[src/rtl/sha256_pkg.sv]
// Shared definitions for the SHA-256 message-schedule stage.
// Provides word/index widths, the schedule FSM state type and the
// small-sigma functions used to expand the 16-word window.
package sha256_pkg;

  localparam int unsigned WORD_W  = 32;
  localparam int unsigned IDX_W   = 6;
  localparam int unsigned WIN_LEN = 16;

  typedef enum logic [1:0] {
    StIdle,
    StLoad,
    StExpand
  } sched_state_e;

  function automatic logic [WORD_W-1:0] rotr(input logic [WORD_W-1:0] x, input int unsigned n);
    return (x >> n) | (x << (WORD_W - n));
  endfunction

  function automatic logic [WORD_W-1:0] sigma0(input logic [WORD_W-1:0] x);
    return rotr(x, 7) ^ rotr(x, 18) ^ (x >> 3);
  endfunction

  function automatic logic [WORD_W-1:0] sigma1(input logic [WORD_W-1:0] x);
    return rotr(x, 17) ^ rotr(x, 19) ^ (x >> 10);
  endfunction

endpackage

[src/rtl/sha256_sched_adder.sv]
// Combinational expansion of one schedule word:
//   W_t = sigma1(W[t-2]) + W[t-7] + sigma0(W[t-15]) + W[t-16]  (mod 2^32)
// Ports:
//   w_m2_i, w_m7_i, w_m15_i, w_m16_i : window taps W[t-2], W[t-7], W[t-15], W[t-16]
//   w_t_o                            : expanded word W_t
module sha256_sched_adder
  import sha256_pkg::*;
(
  input  logic [WORD_W-1:0] w_m2_i,
  input  logic [WORD_W-1:0] w_m7_i,
  input  logic [WORD_W-1:0] w_m15_i,
  input  logic [WORD_W-1:0] w_m16_i,
  output logic [WORD_W-1:0] w_t_o
);

  logic [WORD_W-1:0] op_a, op_b, op_c, op_d;
  logic [WORD_W-1:0] sum1, car1, sum2, car2;

  // 4:2 reduction as two 3:2 layers, then a single carry-propagate add.
  // The left shifts drop the carry out of bit 31, giving the mod 2^32 result.
  always_comb begin
    op_a  = sigma1(w_m2_i);
    op_b  = w_m7_i;
    op_c  = sigma0(w_m15_i);
    op_d  = w_m16_i;
    sum1  = op_a ^ op_b ^ op_c;
    car1  = ((op_a & op_b) | (op_a & op_c) | (op_b & op_c)) << 1;
    sum2  = sum1 ^ car1 ^ op_d;
    car2  = ((sum1 & car1) | (sum1 & op_d) | (car1 & op_d)) << 1;
    w_t_o = sum2 + car2;
  end

endmodule

[src/rtl/sha256_msg_schedule.sv]
// SHA-256 message schedule: takes a 512-bit block as 16 words over a
// valid/ready stream and emits W0..W[ROUNDS-1], one word per cycle.
// Ports:
//   clk, rst_n           : clock, asynchronous active-low reset
//   start                : begins a block when idle
//   in_valid/in_ready    : message-word handshake, in_word carries W0..W15
//   out_valid/out_ready  : schedule-word handshake, out_word = W_t, out_idx = t
//   busy                 : block in progress
//   done                 : one-cycle pulse after the last word is accepted
// ROUNDS must lie in 16..64.
module sha256_msg_schedule
  import sha256_pkg::*;
#(
  parameter int unsigned ROUNDS = 64
) (
  input  logic              clk,
  input  logic              rst_n,
  input  logic              start,
  input  logic              in_valid,
  output logic              in_ready,
  input  logic [WORD_W-1:0] in_word,
  output logic              out_valid,
  input  logic              out_ready,
  output logic [WORD_W-1:0] out_word,
  output logic [IDX_W-1:0]  out_idx,
  output logic              busy,
  output logic              done
);

  // t runs one past the last index so "all words generated" is t == TEnd.
  localparam logic [IDX_W:0] TEnd      = (IDX_W + 1)'(ROUNDS);
  localparam logic [IDX_W:0] TLastLoad = (IDX_W + 1)'(WIN_LEN - 1);

  sched_state_e      state_q;
  logic [IDX_W:0]    t_q;
  logic [WORD_W-1:0] win_q [WIN_LEN];
  logic              out_valid_q;
  logic [WORD_W-1:0] out_word_q;
  logic [IDX_W-1:0]  out_idx_q;
  logic              done_q;

  logic              out_free;
  logic              load_hs;
  logic              gen;
  logic              final_hs;
  logic              push;
  logic [WORD_W-1:0] exp_word;
  logic [WORD_W-1:0] push_word;

  // win_q[15] holds W[t-1], so W[t-k] sits at index 16-k.
  sha256_sched_adder u_adder (
    .w_m2_i  (win_q[14]),
    .w_m7_i  (win_q[9]),
    .w_m15_i (win_q[1]),
    .w_m16_i (win_q[0]),
    .w_t_o   (exp_word)
  );

  always_comb begin
    out_free  = !out_valid_q || out_ready;
    in_ready  = (state_q == StLoad) && out_free;
    load_hs   = in_valid && in_ready;
    gen       = (state_q == StExpand) && out_free && (t_q != TEnd);
    final_hs  = (state_q == StExpand) && (t_q == TEnd) && out_valid_q && out_ready;
    push      = load_hs || gen;
    push_word = load_hs ? in_word : exp_word;
  end

  always_ff @(posedge clk or negedge rst_n) begin
    if (!rst_n) begin
      state_q     <= StIdle;
      t_q         <= '0;
      out_valid_q <= 1'b0;
      out_word_q  <= '0;
      out_idx_q   <= '0;
      done_q      <= 1'b0;
      for (int i = 0; i < WIN_LEN; i++) begin
        win_q[i] <= '0;
      end
    end else begin
      done_q <= 1'b0;

      if (out_valid_q && out_ready) begin
        out_valid_q <= 1'b0;
      end

      // A new word enters both the output register and the window.
      if (push) begin
        out_valid_q <= 1'b1;
        out_word_q  <= push_word;
        out_idx_q   <= t_q[IDX_W-1:0];
        t_q         <= t_q + 1'b1;
        for (int i = 0; i < WIN_LEN - 1; i++) begin
          win_q[i] <= win_q[i+1];
        end
        win_q[WIN_LEN-1] <= push_word;
      end

      unique case (state_q)
        StIdle: begin
          if (start) begin
            state_q <= StLoad;
            t_q     <= '0;
          end
        end
        StLoad: begin
          if (load_hs && (t_q == TLastLoad)) begin
            state_q <= StExpand;
          end
        end
        StExpand: begin
          if (final_hs) begin
            state_q <= StIdle;
            done_q  <= 1'b1;
          end
        end
        default: state_q <= StIdle;
      endcase
    end
  end

  assign out_valid = out_valid_q;
  assign out_word  = out_word_q;
  assign out_idx   = out_idx_q;
  assign busy      = (state_q != StIdle);
  assign done      = done_q;

endmodule

[config.mk]
export PLATFORM = sky130hd
export DESIGN_NAME = sha256_msg_schedule
export DESIGN_NICKNAME = d
export VERILOG_FILES = /design/src/rtl/sha256_pkg.sv /design/src/rtl/sha256_sched_adder.sv /design/src/rtl/sha256_msg_schedule.sv
export SDC_FILE = /design/constraint.sdc
export NUM_CORES = 1
export LEC_CHECK = 0
export CORE_ASPECT_RATIO = 0.6
export CORE_MARGIN = 5
export CORE_UTILIZATION = 60
export DETAILED_ROUTE_END_ITERATION = 16
export DONT_BUFFER_PORTS = 1
export PLACE_DENSITY = 0.76
export SLEW_MARGIN = 20
export SYNTH_ARGS = -nofsm -noshare
export SYNTH_HDL_FRONTEND = slang
export SYNTH_SLANG_ARGS = --single-unit
[constraint.sdc]
create_clock -name clk -period 9.3 [get_ports clk]
set_clock_uncertainty 0.05 [all_clocks]
set_input_delay 1.395 -clock clk [delete_from_list [all_inputs] [get_ports clk]]
set_output_delay 1.395 -clock clk [all_outputs]
set_load 0.03 [all_outputs]
* After elaboration in Yosys (flattened, before gate mapping)
Index checks and enable logic that the tools add are counted.
** Word-level totals
- Register bits after elaboration :: 529
- Bits of input ports :: 37
- Output and inout port bits :: 42
- Word-level logic and storage cells :: 81
** Operators by class
- $add $sub $neg :: 2
- Eq/ne operators :: 8
- Mux-type cells :: 12
- Bitwise gates (word level) :: 22
- Reduce and logical (&&, ||, !) cells :: 16
** Operators by type and width (number)
- $xor 32x32->32 :: 6
- $and 31x31->31 :: 6
- $or 31x31->31 :: 4
- $add 32x32->32 :: 1
- $mux 32 :: 1
- $or 13x32->32 :: 1
- $or 14x32->32 :: 1
- $or 15x32->32 :: 1
- $or 25x32->32 :: 1
- $xor 32x22->32 :: 1
- $xor 32x29->32 :: 1
- $mux 7 :: 3
- $logic_and 1x1->1 :: 9
- $add 7x1->7 const B :: 1
- $eq 7x4->1 const B :: 1
- $eq 7x7->1 const B :: 1
- $ne 7x7->1 const B :: 1
- $mux 2 :: 3
- $pmux 2 s3 :: 1
- $mux 1 :: 4
- $ne 2x2->1 const B :: 2
- $reduce_bool 2->1 :: 2
- $reduce_and 3->1 :: 1
- $eq 2x1->1 const B :: 1
- 5 further kinds :: 6

* Depth between registers and ports, before layout
Gate-level depths: netlist (run 1).
- Depth in word-level cells :: 11
- Mapped depth :: 16
- Gate-level depth less buffers :: 15

* Hierarchy
Synthesis (run 1) repeated with hierarchy kept, for this count alone.
** Unflattened totals
- Cells, all modules :: 1764
- Area, all modules :: 25444.4 µm²
** Modules (own cells, without submodules)
- sha256_msg_schedule :: instances 1, cells an instance 1270, area an instance 21194.1 µm², seq. area each 13237.7 µm²
- sha256_sched_adder :: instances 1, cells an instance 494, area an instance 4250.3 µm², seq. area each 0.0 µm²

* Worst setup path after synthesis (run 1)
OpenSTA, ideal clock, no wires.
- Path type :: register to register
- From :: register win_q[452] (netlist bit)
- To :: register out_word_q[29], in the netlist out_word[29]
- Library setup time :: 0.096 ns
- Arrival :: 3.955 ns
- Data required time :: 9.154 ns
- Setup slack :: 5.200 ns
- Stages on the path, launching flop included :: 17
- Buffers on the path :: 1
- Clock period less this slack :: 4.100 ns
- Cells stage by stage :: dfrtp_1 > clkbuf_1 > xnor2_1 > xnor2_1 > fa_1 > fa_1 > ha_1 > inv_1 > fa_1 > and2b_1 > o2111ai_2 > a21oi_4 > a31oi_4 > o41ai_2 > or2_4 > nor4b_2 > nor4_2
** On the way
- Longest elaborated chain between the ends :: 11
- Elaborated cells between the ends (all ways) :: 18
- Those cells by class :: add/sub: 1; mux: 1; bitwise: 16
** Ends and longest elaborated chain
- start: declaration :: line sha256_msg_schedule.sv:36 : logic [WORD_W-1:0] win_q [WIN_LEN];
- start signal: indexed assignment :: line sha256_msg_schedule.sv:94 : win_q[i] <= win_q[i+1];
- start signal: indexed assignment :: line sha256_msg_schedule.sv:96 : win_q[WIN_LEN-1] <= push_word;
- $or 14x32->32 :: line sha256_pkg.sv:17 : return (x >> n) | (x << (WORD_W - n));
- $xor 32x32->32 :: line sha256_pkg.sv:21 : return rotr(x, 7) ^ rotr(x, 18) ^ (x >> 3);
- $xor 32x29->32 (*) :: line sha256_pkg.sv:21
- $and 31x31->31 :: line sha256_sched_adder.sv:27 : car1 = ((op_a & op_b) | (op_a & op_c) | (op_b & op_c)) << 1;
- $or 31x31->31 (2 in series) :: line sha256_sched_adder.sv:27
- $and 31x31->31 :: line sha256_sched_adder.sv:29 : car2 = ((sum1 & car1) | (sum1 & op_d) | (car1 & op_d)) << 1;
- $or 31x31->31 (2 in series) :: line sha256_sched_adder.sv:29
- $add 32x32->32 (*) :: line sha256_sched_adder.sv:30 : w_t_o = sum2 + car2;
- $mux 32 (*) :: line sha256_msg_schedule.sv:66 : push_word = load_hs ? in_word : exp_word;
- end signal: assignment :: line sha256_msg_schedule.sv:90 : out_word_q <= push_word;
- end: declaration :: line sha256_msg_schedule.sv:38 : logic [WORD_W-1:0] out_word_q;
Every way passes the cells marked *; elsewhere a longest branch is shown, timed or not.
A chain may end at the register's enable or synchronous reset.

* Worst setup path in the final report (run 1)
- From :: register win_q[52] (netlist bit)
- To :: register out_word_q[29], in the netlist out_word[29]
** On the way
- Longest elaborated chain between the ends :: 11
- Elaborated cells between the ends (all ways) :: 19
- Those cells by class :: add/sub: 1; mux: 1; bitwise: 17
** Ends and longest elaborated chain
- $or 13x32->32 or $or 15x32->32 (tied branches) :: line sha256_pkg.sv:17
- $xor 32x32->32 :: line sha256_pkg.sv:25 : return rotr(x, 17) ^ rotr(x, 19) ^ (x >> 10);
- $xor 32x22->32 (*) :: line sha256_pkg.sv:25
- $and 31x31->31 :: line sha256_sched_adder.sv:27
- $or 31x31->31 (2 in series) :: line sha256_sched_adder.sv:27
- $and 31x31->31 :: line sha256_sched_adder.sv:29
- $or 31x31->31 (2 in series) :: line sha256_sched_adder.sv:29
- $add 32x32->32 (*) :: line sha256_sched_adder.sv:30
- $mux 32 (*) :: line sha256_msg_schedule.sv:66
Marks and branches as above.

==> results.sh, run 1 <==
export IMPL_worstPathMaxFanout=5
export IMPL_clockBufferDepth=3
export IMPL_tightest_slew_ps=1711
export IMPL_rsz0062_at_grt="no"
export IMPL_rrSetupSlack_ps=4580
export IMPL_hp_start="win_q[111]"
export IMPL_seq_area_frac_synth=0.5352
export IMPL_grt_pass1_wl_um=94440
export IMPL_cts_resized_gates=0
export IMPL_grt_max_degree=530
export IMPL_clk_latency_ps=570
export IMPL_ant_nets=0
export IMPL_reg2regPathDepth=15
export IMPL_cts_tree="built"
export IMPL_min_to="win_q[143]"
export IMPL_nets=2763
export IMPL_antenna_found_initial=0
export IMPL_fillers=3360
export IMPL_ioPinCount=79
export IMPL_synth_area_um2=24730
export IMPL_hold_class="flop to flop"
export IMPL_holdPathStages=2
export IMPL_synth_top_cell_area_share=0.5352
export IMPL_wl_met1_um=28520
export IMPL_reg2reg_from="win_q[52]"
export IMPL_vias_per_cell=5.417
export IMPL_cts_root_buf="clkbuf_16"
export IMPL_critPathRequiredTime_ps=9710
export IMPL_cts_buffers=48
export IMPL_wl_um=59020
export IMPL_met2_length_um=25220
export IMPL_antenna_cells=0
export IMPL_yosysTopAreaCell="dfrtp_1"
export IMPL_synthDistinctLibCells=63
export IMPL_drt_iter0_drc=1635
export IMPL_post_cts_buffers=0
export IMPL_die_h_um=167.3
export IMPL_crit_arrival_ps=5130
export IMPL_muxShareOfSynthArea=0.0004047
export IMPL_wl_met3_um=4234
export IMPL_grt_total_usage=0.2607
export IMPL_synthSimpleGateAreaFrac=0.2340
export IMPL_synth_compound_area_share=0.05235
export IMPL_path_class="flop to flop"
export IMPL_grt_pass1_vias=16660
export IMPL_start_kind="flop"
export IMPL_synth_area_top_cells="dfrtp_1 (54%), nand2_1 (21%), fa_1 (5.0%)"
export IMPL_synthArstFlopShare=1.000
export IMPL_avgSynthCellArea_um2=8.897
export IMPL_fmax_ghz=0.2120
export IMPL_ys_flop_type="dfrtp_1"
export IMPL_final_util=0.6416
export IMPL_finalCritPeriodShare=0.5072
export IMPL_max_cap_violations=0
export IMPL_dieWidth_um=272.1
export IMPL_maxSlewViolCount=178
export IMPL_run_status="finished, violations left"
export IMPL_grt_overflow=0
export IMPL_drive_above_1_share=0.03977
export IMPL_ys_seq_elements=529
export IMPL_htreeDepth=2
export IMPL_synth_xor_area_frac=0.05170
export IMPL_placed_cell_area_um2=24380
export IMPL_violations="max-slew violations"
export IMPL_setup_violations=0
export IMPL_setup_worst_path_end_class="flop"
export IMPL_area_growth_pct=5.261
export IMPL_hold_buffers=0
export IMPL_fp_row_count=57
export IMPL_die_area_um2=45520
export IMPL_final_hold_viol_count=0
export IMPL_ys_warn_count=0
export IMPL_clk_pin_slew_ps=70
export IMPL_synth_edf_count=0
export IMPL_maxUsedRoutingLayer="met5"
export IMPL_fin_crit_ps=4717
export IMPL_synth_cells=2780
export IMPL_slew_limit_headroom=-0.1405
export IMPL_final_cell_area_um2=26040
export IMPL_port_buffers=0
export IMPL_synthAdderAreaFrac=0.06687
export IMPL_cts_sinks=529
export IMPL_synthesis_nets=2912
export IMPL_globalplace_congestion=0.9433
export IMPL_initial_core_util=0.6095
export IMPL_dr_pass1_iters=5
export IMPL_core_area_um2=40580
export IMPL_r2r_end="out_word[29]"
export IMPL_hpwl_um=40480
export IMPL_drcViolationCount=0
export IMPL_routedWlPerCell_um=18.47
export IMPL_synth_top_family_by_area="simple AND/OR/NAND/NOR gates"
export IMPL_num_vias=17310
export IMPL_tns_ps=0
-- synthesized netlist by cell type, types with 33 or more instances --
master    count
fa_1         62
clkbuf_1     71
dfrtp_1     529
buf_2        69
a21oi_1      58
xnor2_1      91
buf_4        67
inv_1        92
ha_1         33
o21ai_0      73
xor2_1       55
nor2_1       38
nand2_1    1395
-- critical path: stages, from the launching register on --
cell and delay, ps:
dfrtp_1 460, xnor2_1 180, xnor2_1 320, fa_1 510
fa_1 570, ha_1 220, inv_1 70, fa_1 380
and2b_1 250, o2111ai_2 180, a21oi_4 210, a31oi_4 120
o41ai_2 500, or2_4 230, nor4b_2 50, nor4_2 300
-- worst max-delay path by stage --
stage / slack, ps / from / end
after floorplan: 5200 / win_q[452] / out_word[29]
final: 4580 / win_q[52] / out_word[29]
after detailed placement: 4650 / win_q[52] / out_word[29]
after CTS: 4610 / win_q[52] / out_word[29]
after global placement: 4710 / win_q[52] / out_word[29]
after global routing: 4370 / win_q[50] / out_word[29]
-- per-layer routing --
| metal | global-route usage | vias up |
|---|---|---|
| met5 | 0.01368 | - |
| met4 | 0.04670 | 2 |
| met3 | 0.06107 | 78 |
| met2 | 0.3751 | 388 |
| met1 | 0.4117 | 8635 |
| li1 | - | 8209 |
-- stage by stage --
stage          instances  hold WS, ps  worst slack (ps)
2_1_floorplan       2780        388.6              5200
3_3_place_gp        3112        396.4              4709
5_1_grt             3196        423.9              4368
3_5_place_dp        3112        399.9              4646
4_1_cts             3196        412.1              4614
6_report            3196        411.0              4583
-- area by class of cell --
type | count | area [um^2] | area share
Clock inverter | 16 | 244.0 | 0.009371
Clock buffer | 68 | 1408 | 0.05406
Timing Repair Buffer | 9 | 96.34 | 0.003700
Multi-Input combinational cell | 1951 | 10040 | 0.3857
Tap cell | 531 | 664.4 | 0.02552
Sequential cell | 529 | 13240 | 0.5084
Inverter | 92 | 345.3 | 0.01326
-- placed cells by master (no fill, tap or decap), drive strengths merged, types with 8 or more instances in the layout --
master  netlist  routed
nand2      1395    1395
dfrtp       529     529
inv          92      94
xnor2        91      91
o21ai        86      86
clkbuf       71      68
fa           62      62
a21oi        60      60
xor2         55      55
nor2         38      38
ha           33      33
o22ai        13      13
a21o         11      11
a31oi         9       9
nor3          9       9
buf         137       9
nand3         8       8
-- flip-flops by register name, summed over array words and instances (netlist names) --
| name | cells |
|---|---|
| state_q | 2 |
| out_valid | 1 |
| out_idx | 6 |
| t_q | 7 |
| done | 1 |
| out_word | 32 |
| win_q | 480 |
-- cells by family (layout without fill, tap and decap cells) --
logic type / Yosys count / count (layout)
muxes: 1 / 1
AOI/OAI and AO/OA: 213 / 213
DFF: 529 / 529
and+or+nand+nor: 1496 / 1496
xor gates and xnor gates: 146 / 146
adders and majority gates: 95 / 95
buffers and inverters: 300 / 185
Power of run 1 is not shown: default switching activity piles up to over one toggle a cycle in this logic, so the estimate is an artifact.
==> run 2, diff against run 1 <==
Settings changed: CORE_UTILIZATION 60 to 58.
Clock period 9.3 ns to 4 ns, I/O delays scaled along.
==> results.sh, run 2 (synthesized netlist as in run 1, its figures left out) <==
export IMPL_port_buffers=0
export IMPL_cts_sinks=529
export IMPL_globalplace_congestion=0.9359
export IMPL_final_cell_mix="nand2_1 (1394), dfrtp_1 (523), buf_4 (144)"
export IMPL_setup_worst_path_end_class="flop"
export IMPL_regMostFlops="win_q"
export IMPL_clockBufferDepth=3
export IMPL_start_kind="flop"
export IMPL_grt_pass1_wl_um=99070
export IMPL_core_area_um2=42020
export IMPL_path_cells="buf_4 > xor2_1 > xnor2_1 > fa_1 > fa_1 > inv_1 > ha_1 > buf_4 > a31o_2 > a31oi_4 > o41ai_2 > buf_4 > or2_4 > o311ai_2 > a21oi_1"
export IMPL_fmax_ghz=0.2486
export IMPL_violations="negative hold slack, max-slew violations, negative setup slack"
export IMPL_cts_buffers=46
export IMPL_seq_area_um2=13250
export IMPL_dp_slack_ps=-351.2
export IMPL_grt_pass1_vias=17490
export IMPL_max_cap_violations=0
export IMPL_slew_limit_headroom=-0.4050
export IMPL_initial_core_util=0.5887
export IMPL_antenna_found_initial=0
export IMPL_tightest_slew_ps=2107
export IMPL_crit_buf_inv=4
export IMPL_ioPinCount=79
export IMPL_nets=2908
export IMPL_final_hold_viol_count=215
export IMPL_dp_cells=3291
export IMPL_dr_pass1_iters=5
export IMPL_grt_max_degree=530
export IMPL_largest_register_ffs=480
export IMPL_hold_slack_ps=-309.6
export IMPL_drt_iter0_drc=1744
export IMPL_routedWlPerCell_um=18.39
export IMPL_clk_latency_ps=560
export IMPL_cts_tree="built"
export IMPL_finalCritPeriodShare=1.006
export IMPL_num_vias=18050
export IMPL_run_status="finished, violations left"
export IMPL_slowest_delay_ps=500
export IMPL_grt_overflow=0
export IMPL_crit_arrival_ps=4410
export IMPL_hpwl_um=43540
export IMPL_fillers=3423
export IMPL_ant_nets=0
export IMPL_path_class="flop to flop"
export IMPL_worst_slack_ps=-23.19
export IMPL_cp_slowest_cell="fa_1"
export IMPL_fp_row_count=58
export IMPL_clk_pin_slew_ps=70
export IMPL_fin_crit_ps=4023
export IMPL_dieWidth_um=276.6
export IMPL_cts_root_buf="clkbuf_16"
export IMPL_multiInputGateArea_um2=10530
export IMPL_crit_top_cell="buf_4"
export IMPL_path_delay_family="adder cells"
export IMPL_antenna_cells=0
export IMPL_htreeDepth=2
export IMPL_vias_per_cell=5.341
export IMPL_drive_above_1_share=0.1149
export IMPL_setup_violations=2
export IMPL_final_cells=3380
export IMPL_rsz0062_at_grt="yes"
export IMPL_hold_class="input port to async pin"
export IMPL_final_common_cell="nand2_1"
export IMPL_drcViolationCount=0
export IMPL_die_h_um=170.0
export IMPL_maxSlewViolCount=289
export IMPL_grt_total_usage=0.2640
export IMPL_worstPathMaxFanout=7
export IMPL_critPathRequiredTime_ps=4380
export IMPL_area_growth_pct=11.52
export IMPL_die_area_um2=47010
export IMPL_wl_um=62150
-- run 2: changes by cell type in the layout (fill, tap and decap cells not counted), moves of 7 or more --
| cell | delta |
|---|---|
| buf_4 | +138 |
| ha_4 | +7 |
| ha_1 | -11 |
| xnor2_1 | -21 |
| a21oi_1 | -8 |
| buf_12 | +8 |
| xnor2_2 | +21 |
-- run 2: worst paths after layout --
check	to	depth (start not counted)	slack, ps	startpoint
worst min-delay path	t_q[3]	0	-310	rst_n
min in group clk	out_word[23]	2	120	in_word[23]
worst max-delay path	out_word[25]	15	-20	win_q[466]
worst min register to register	win_q[335]	2	410	win_q[303]
max in group asynchronous	win_q[59]	0	2390	rst_n
worst max register to register	out_word[25]	15	-20	win_q[466]
-- run 2: what timing repair did --
| item | 4_1_cts | 5_1_grt |
|---|---|---|
| pin swaps | 25 | 51 |
| resized for setup | 39 | 54 |
| endpoints found under the hold margin | 529 | 529 |
| endpoints found under the setup margin | 15 | 19 |
| buffers inserted | 1 | 6 |
-- run 2: layer usage --
| layer | GRT usage | part of all wire |
|---|---|---|
| met5 | 0 | 0 |
| met4 | 0.04318 | 0.014 |
| met3 | 0.04593 | 0.065 |
| met2 | 0.3880 | 0.43 |
| met1 | 0.4230 | 0.49 |
-- run 2: stage by stage --
stage	util	setup TNS, ps	area [um^2]	hold slack [ps]
detailed placement	0.6090	-1923	25590	267.8
CTS	0.6488	-162.2	27260	-317.9
global route	0.6565	-729.6	27580	-328.7
global placement	0.6090	-1657	25590	268.4
floorplan	-	0	24770	254.4
finish	0.6565	-23.57	27580	-309.6
-- run 2: cell type report --
class,count,area share
Tap cell,570,0.02585
Multi-Input combinational cell,1951,0.3817
Clock buffer,68,0.04835
Sequential cell,529,0.4802
Timing Repair Buffer,156,0.04726
Inverter,92,0.01252
Clock inverter,14,0.004128
Power of run 2 is left out for the same reason.
